File: src/rtl/apb_pwm_multi_if.sv
// rtl/apb_pwm_multi_if.sv - APB3 bus bundle for the multi-channel PWM timer
interface apb_pwm_multi_if #(
  parameter int ADDR_WIDTH = 8,
  parameter int DATA_WIDTH = 32
);
  logic                  PSEL_i;
  logic                  PENABLE_i;
  logic                  PWRITE_i;
  logic [ADDR_WIDTH-1:0] PADDR_i;
  logic [DATA_WIDTH-1:0] PWDATA_i;
  logic [DATA_WIDTH-1:0] PRDATA_o;
  logic                  PREADY_o;
  logic                  PSLVERR_o;

  modport master (
    output PSEL_i, PENABLE_i, PWRITE_i, PADDR_i, PWDATA_i,
    input  PRDATA_o, PREADY_o, PSLVERR_o
  );

  modport slave (
    input  PSEL_i, PENABLE_i, PWRITE_i, PADDR_i, PWDATA_i,
    output PRDATA_o, PREADY_o, PSLVERR_o
  );
endinterface

File: src/rtl/apb_pwm_multi.sv
// rtl/apb_pwm_multi.sv - N-channel APB3 PWM timer, edge/center aligned, double-buffered
// Channel c registers at c*0x10; IRQ_STAT at 0xF0, IRQ_EN at 0xF4.
module apb_pwm_multi #(
  parameter int NUM_CH     = 4,
  parameter int CNT_WIDTH  = 16,
  parameter int DATA_WIDTH = 32,
  parameter int ADDR_WIDTH = 8
) (
  input  logic              PCLK_i,
  input  logic              PRST_i,
  apb_pwm_multi_if.slave    apb,
  output logic [NUM_CH-1:0] pwm_o,
  output logic [NUM_CH-1:0] pwm_oe_o,
  output logic              irq_o
);
  typedef logic [CNT_WIDTH-1:0] cnt_t;

  logic [ADDR_WIDTH-1:0] paddr;
  logic [3:0]            ch_idx;
  logic [1:0]            reg_idx;
  logic                  access, err, wr, rd, is_global, glob_ok, ch_ok, gwr;
  logic [DATA_WIDTH-1:0] prdata;

  assign paddr     = apb.PADDR_i;
  assign ch_idx    = paddr[7:4];
  assign reg_idx   = paddr[3:2];
  assign is_global = (ch_idx == 4'hF);
  assign glob_ok   = is_global && !paddr[3];
  assign ch_ok     = !is_global && (ch_idx < 4'(NUM_CH));
  assign access    = apb.PSEL_i && apb.PENABLE_i;
  assign err       = access && ((paddr[1:0] != 2'b00) || !(ch_ok || glob_ok));
  assign wr        = access && apb.PWRITE_i && !err;
  assign rd        = access && !apb.PWRITE_i && !err;
  assign gwr       = wr && is_global;

  assign apb.PREADY_o  = 1'b1;
  assign apb.PSLVERR_o = err;

  logic [2:0]        ctrl_v [NUM_CH];
  cnt_t              div_v  [NUM_CH];
  cnt_t              per_v  [NUM_CH];
  cnt_t              duty_v [NUM_CH];
  logic [NUM_CH-1:0] bnd;

  for (genvar c = 0; c < NUM_CH; c++) begin : g_ch
    logic en, mode, inv, down, pwm_q;
    cnt_t div_r, per_sh, duty_sh, per_a, duty_a, presc, cnt, per_m1;
    logic wr_ch, en_nxt, tick, pz, load, raw;

    assign wr_ch  = wr && (ch_idx == 4'(c));
    assign en_nxt = (wr_ch && reg_idx == 2'd0) ? apb.PWDATA_i[0] : en;
    assign tick   = en && (presc >= div_r);
    assign pz     = (per_a == '0);
    assign per_m1 = per_a - cnt_t'(1);
    // Edge boundary is the wrap to 0; center boundary is the last 0 of the down ramp.
    assign bnd[c] = tick && (pz || (mode ? (down && cnt == '0) : (cnt == per_m1)));
    assign load   = !en || !en_nxt || bnd[c];
    assign raw    = !pz && (cnt < duty_a);

    always_ff @(posedge PCLK_i or posedge PRST_i) begin
      if (PRST_i) begin
        en <= 1'b0; mode <= 1'b0; inv <= 1'b0; down <= 1'b0; pwm_q <= 1'b0;
        div_r <= '0; per_sh <= '0; duty_sh <= '0; per_a <= '0; duty_a <= '0;
        presc <= '0; cnt <= '0;
      end else begin
        if (wr_ch) begin
          case (reg_idx)
            2'd0:    {inv, mode, en} <= apb.PWDATA_i[2:0];
            2'd1:    div_r   <= apb.PWDATA_i[CNT_WIDTH-1:0];
            2'd2:    per_sh  <= apb.PWDATA_i[CNT_WIDTH-1:0];
            default: duty_sh <= apb.PWDATA_i[CNT_WIDTH-1:0];
          endcase
        end
        if (load) begin
          per_a  <= per_sh;
          duty_a <= duty_sh;
        end
        if (!en_nxt) begin
          presc <= '0;
          cnt   <= '0;
          down  <= 1'b0;
        end else if (tick) begin
          presc <= '0;
          if (pz) begin
            cnt <= '0;
          end else if (!mode) begin
            cnt <= (cnt == per_m1) ? '0 : cnt + cnt_t'(1);
          end else if (!down) begin
            // The top value is held for a second tick as the ramp turns.
            if (cnt == per_m1) down <= 1'b1;
            else               cnt  <= cnt + cnt_t'(1);
          end else begin
            if (cnt == '0) down <= 1'b0;
            else           cnt  <= cnt - cnt_t'(1);
          end
        end else if (en) begin
          presc <= presc + cnt_t'(1);
        end
        pwm_q <= en && (raw ^ inv);
      end
    end

    assign pwm_o[c]    = pwm_q;
    assign pwm_oe_o[c] = en;
    assign ctrl_v[c]   = {inv, mode, en};
    assign div_v[c]    = div_r;
    assign per_v[c]    = per_sh;
    assign duty_v[c]   = duty_sh;
  end

  logic [NUM_CH-1:0] stat, irq_en, stat_nxt, ien_nxt, clr;

  assign clr      = (gwr && !paddr[2]) ? apb.PWDATA_i[NUM_CH-1:0] : '0;
  assign stat_nxt = (stat & ~clr) | bnd;
  assign ien_nxt  = (gwr && paddr[2]) ? apb.PWDATA_i[NUM_CH-1:0] : irq_en;

  always_ff @(posedge PCLK_i or posedge PRST_i) begin
    if (PRST_i) begin
      stat   <= '0;
      irq_en <= '0;
      irq_o  <= 1'b0;
    end else begin
      stat   <= stat_nxt;
      irq_en <= ien_nxt;
      irq_o  <= |(stat_nxt & ien_nxt);
    end
  end

  always_comb begin
    prdata = '0;
    if (rd) begin
      if (is_global) begin
        prdata = paddr[2] ? DATA_WIDTH'(irq_en) : DATA_WIDTH'(stat);
      end else begin
        for (int c = 0; c < NUM_CH; c++) begin
          if (ch_idx == 4'(c)) begin
            case (reg_idx)
              2'd0:    prdata = DATA_WIDTH'(ctrl_v[c]);
              2'd1:    prdata = DATA_WIDTH'(div_v[c]);
              2'd2:    prdata = DATA_WIDTH'(per_v[c]);
              default: prdata = DATA_WIDTH'(duty_v[c]);
            endcase
          end
        end
      end
    end
  end

  assign apb.PRDATA_o = prdata;

  logic unused;
  assign unused = ^{apb.PWDATA_i, paddr};
endmodule

File: src/flat_wrapper.sv
// flat-port wrapper written by rule: the top's interface ports become plain ports
module apb_pwm_multi_flat 
#(
  parameter int NUM_CH     = 4,
  parameter int CNT_WIDTH  = 16,
  parameter int DATA_WIDTH = 32,
  parameter int ADDR_WIDTH = 8
)
  (PCLK_i, PRST_i, pwm_o, pwm_oe_o, irq_o, apb_PSEL_i, apb_PENABLE_i, apb_PWRITE_i, apb_PADDR_i, apb_PWDATA_i, apb_PRDATA_o, apb_PREADY_o, apb_PSLVERR_o);
  apb_pwm_multi_if #(.ADDR_WIDTH(ADDR_WIDTH), .DATA_WIDTH(DATA_WIDTH)) apb_i ();
  input  logic PCLK_i;
  input  logic PRST_i;
  output logic [NUM_CH-1:0] pwm_o;
  output logic [NUM_CH-1:0] pwm_oe_o;
  output logic irq_o;
  input wire logic [$bits(apb_i.PSEL_i)-1:0] apb_PSEL_i;
  input wire logic [$bits(apb_i.PENABLE_i)-1:0] apb_PENABLE_i;
  input wire logic [$bits(apb_i.PWRITE_i)-1:0] apb_PWRITE_i;
  input wire logic [$bits(apb_i.PADDR_i)-1:0] apb_PADDR_i;
  input wire logic [$bits(apb_i.PWDATA_i)-1:0] apb_PWDATA_i;
  output wire logic [$bits(apb_i.PRDATA_o)-1:0] apb_PRDATA_o;
  output wire logic [$bits(apb_i.PREADY_o)-1:0] apb_PREADY_o;
  output wire logic [$bits(apb_i.PSLVERR_o)-1:0] apb_PSLVERR_o;
  assign apb_i.PSEL_i = apb_PSEL_i;
  assign apb_i.PENABLE_i = apb_PENABLE_i;
  assign apb_i.PWRITE_i = apb_PWRITE_i;
  assign apb_i.PADDR_i = apb_PADDR_i;
  assign apb_i.PWDATA_i = apb_PWDATA_i;
  assign apb_PRDATA_o = apb_i.PRDATA_o;
  assign apb_PREADY_o = apb_i.PREADY_o;
  assign apb_PSLVERR_o = apb_i.PSLVERR_o;
  apb_pwm_multi #(.NUM_CH(NUM_CH), .CNT_WIDTH(CNT_WIDTH), .DATA_WIDTH(DATA_WIDTH), .ADDR_WIDTH(ADDR_WIDTH)) u_core (.PCLK_i(PCLK_i), .PRST_i(PRST_i), .apb(apb_i), .pwm_o(pwm_o), .pwm_oe_o(pwm_oe_o), .irq_o(irq_o));
endmodule
File: config.mk
export PLATFORM = sky130hd
export DESIGN_NAME = apb_pwm_multi_flat
export DESIGN_NICKNAME = d
export VERILOG_FILES = /design/src/rtl/apb_pwm_multi_if.sv /design/src/rtl/apb_pwm_multi.sv /design/src/flat_wrapper.sv
export SDC_FILE = /design/constraint.sdc
export NUM_CORES = 1
export LEC_CHECK = 0
export ABC_AREA = 1
export BUFFER_PORTS_ARGS = -buffer_cell sky130_fd_sc_hd__buf_2
export CORE_ASPECT_RATIO = 1.75
export CORE_MARGIN = 2
export CORE_UTILIZATION = 32
export DETAILED_ROUTE_END_ITERATION = 10
export PLACE_DENSITY_LB_ADDON = 0.08
export SYNTH_ARGS = -nofsm -noshare
export SYNTH_HDL_FRONTEND = slang
export SYNTH_SLANG_ARGS = --single-unit
File: constraint.sdc
create_clock -name PCLK_i -period 16.45 [get_ports PCLK_i]
set_input_delay 0 -clock PCLK_i [delete_from_list [all_inputs] [get_ports PCLK_i]]
set_output_delay 0 -clock PCLK_i [all_outputs]
set_load 0.02 [all_outputs]
==> impl_metrics.ini <==
[clock_network]
htree_num_levels = 2
cts_resized = 0
path_clk_slew_ns = 0.06
numClockSinks = 477
cts_root_buf = clkbuf_16
cts_tree = yes
cts_made_buffers = 52
clockBufferDepth = 3
insertion_delay_ns = 0.63

[timing]
finalCritPeriodShare_pct = 24.4
finalClockSkew_ns = 0.0266
maxSlewHeadroom_pct = 21.7
worst_slew_pin_slew_ns = 1.17
holdWs_ns = 0.0475
fin_crit_ns = 4.01
max_freq_ghz = 0.249
setup_viol = 0
rsz0062_at_grt = no
finalHoldViolations = 0
finalMaxSlewViolations = 0
tns_ns = 0

[route]
met3_length_um = 3000
routed.top_layer = met5
post_drt_wl_per_cell_um = 20.3
firstDrtPassIters = 7
wirelength_um = 106000
drt_iter0_drc = 1520
wl_met2_um = 57100
drc = 0
via_count = 26200
via_per_inst = 5.00
met1Wirelength_um = 42100
antenna_left = 0

[place]
place_congestion = 0.894
placed_cell_area_um2 = 30800
dpl.hpwl_um = 80400
dp_cells = 5137
port_buffers = 54

[global_route]
grt_pass1_wl_um = 161000
antenna_found_initial = 1
grt_max_degree = 114
grt_usage_pct = 22.5
grt_overflow = 0
grt_pass1_vias = 25900

[setup_path]
cp_slowest_stage_delay_ns = 0.98
critPathCaptureType = output pin
cp_cell_sequence = buf_2, buf_4, inv_1, nor2_1, clkinv_1, buf_4, o21ai_0, a211oi_1, nor3_1, nor3_1, a311oi_1, buf_2
critPathLaunchType = input port
critical_path_class = input port to output pin
cp_data_arrival_time_ns = 4.01
critPathMaxFanout = 35
required_ns = 16.45
slowest_stage = nor2_1

[finish]
fillers = 9851
fin_nets = 4192
post-route-cell-area_um2 = 32700
instances_no_fill = 5239
diodes = 0
area_growth_pct = 10.2
drive_gt1_share_pct = 5.61

[pwr]
p_seq_share_pct = 44.0
vdd_ir_drop_max_mv = 0.0697
switchingPower_uw = 706
power_frac_comb_pct = 6.8
clkPwrFrac_pct = 49.2
p_per_area_nw_per_um2 = 82.6
p_total_mw = 2.70
p_int_mw = 1.99
netSwitchingFraction_pct = 26.2
p_leak_nw = 15.6

[floorplan]
dieWidth_um = 234
die_h_um = 407
rows = 147
io_pins = 88
die_area_um2 = 95200
core_area_um2 = 91800
start_util_pct = 32.3

[run_status]
status = completed

[synth]
synth_top_area_share_pct = 40.3
ys_seq_area_share_pct = 40.3
synthFlopType = dfrtp_1
synth_edf_count = 0
yosys-top-cells-count = 1,067 x nand2_1, 477 x dfrtp_1, 474 x inv_1
syn-mean-instance-area_um2 = 7.34
ys_async_sr_fraction_pct = 100
syn_area_um2 = 29600
synth_top_area_cell = dfrtp_1
synth_seq_cells = 477
synth.area.top_cells = dfrtp_1 40%, nand2_1 14%, o21ai_0 7.7%
synth.most_common_cell = nand2_1
ys_warn_count = 0
synth.distinct_cells = 64
syn_inst = 4041

[run]
maxCapViolCount = 0

[min_path]
hp-class = input port to flop
[metrics by stage]
| step | setup slack, ns | util, % |
|---|---|---|
| detailed placement | 12.53 | 33.5 |
| floorplan | 3.14 | - |
| global route | 11.98 | 35.6 |
| CTS | 12.51 | 35.6 |
| finish | 12.44 | 35.6 |
| global placement | 12.47 | 33.5 |
[flip-flops by register name (all words and copies together) (netlist names), 64 cells and up]
register / cells
u_core.g_ch.presc: 64
u_core.g_ch.duty_sh: 64
u_core.g_ch.cnt: 64
u_core.g_ch.per_a: 64
u_core.g_ch.div_r: 64
u_core.g_ch.duty_a: 64
u_core.g_ch.per_sh: 64
[what timing repair did]
action	CTS	global route
hold buffers	4	0
endpoints found under the hold margin	120	0
setup buffers	0	0
[layout make-up]
type | count | area [um2] | share of cell area (%)
well taps | 1192 | 1490 | 4.56
flip-flops and latches | 477 | 11900 | 36.5
multi-input cells | 2903 | 15000 | 46.0
inverters | 487 | 1840 | 5.62
clock inverters | 35 | 470 | 1.44
clock buffers | 63 | 1410 | 4.33
repair buffers | 82 | 490 | 1.50
[cell usage in the layout, fill, tap and decap left out, drive strengths merged, types with 19 or more instances in the layout]
cell	count
a21oi	157
buf	78
clkbuf	63
clkinv	19
dfrtp	477
ha	144
inv	487
nand2	1076
nand3	225
nand4	63
nor2	352
nor3	70
o211ai	21
o21ai	478
o22ai	19
xnor2	24
xor2	110
[power groups by stage]
stage               registers [mW]  clock network, mW  logic [mW]
finish                        1.19               1.33       0.185
global route                  1.19               1.41       0.204
CTS                           1.19               1.37       0.189
detailed placement            1.21                  0       0.187
global placement              1.21                  0       0.187
floorplan                     1.21                  0       0.122
[metal layers]
metal  vias to the layer above  track usage (%)
met4                         2             8.32
met3                       161             2.15
met1                     12500             25.4
met5                         -                0
met2                       489             43.0
li1                      13100                -
[path summary, 6_finish.rpt]
check,from,to,slack [ns],cells past startpoint
hold reg to reg,u_core.g_ch[0].inv,u_core.g_ch[0].inv,0.49,2
setup / recovery,apb_PADDR_i[2],apb_PRDATA_o[3],12.44,12
setup reg to reg,u_core.g_ch[3].per_a[0],u_core.g_ch[3].per_a[0],12.52,17
max in group asynchronous,PRST_i,u_core.g_ch[2].presc[8],13.25,6
hold / removal,apb_PWDATA_i[3],u_core.g_ch[3].per_sh[3],0.05,3
min in group asynchronous,PRST_i,u_core.g_ch[0].en,0.09,3
[kinds of logic after synthesis]
kind of cell / share of synthesized area (%)
compound gates: 14.1
other cells: 0.0253
flops: 40.3
simple gates: 26.2
mux: 0.101
buf+inv: 9.23
xor+xnor: 3.96
fa+ha+maj: 6.08
[worst max-delay path, delay by kind of cell]
family,cells,cell delay [ns]
buf+inv,6,1.63
simple gates,3,1.37
compound gates,3,0.97
Power figures use the tool's default switching activity.
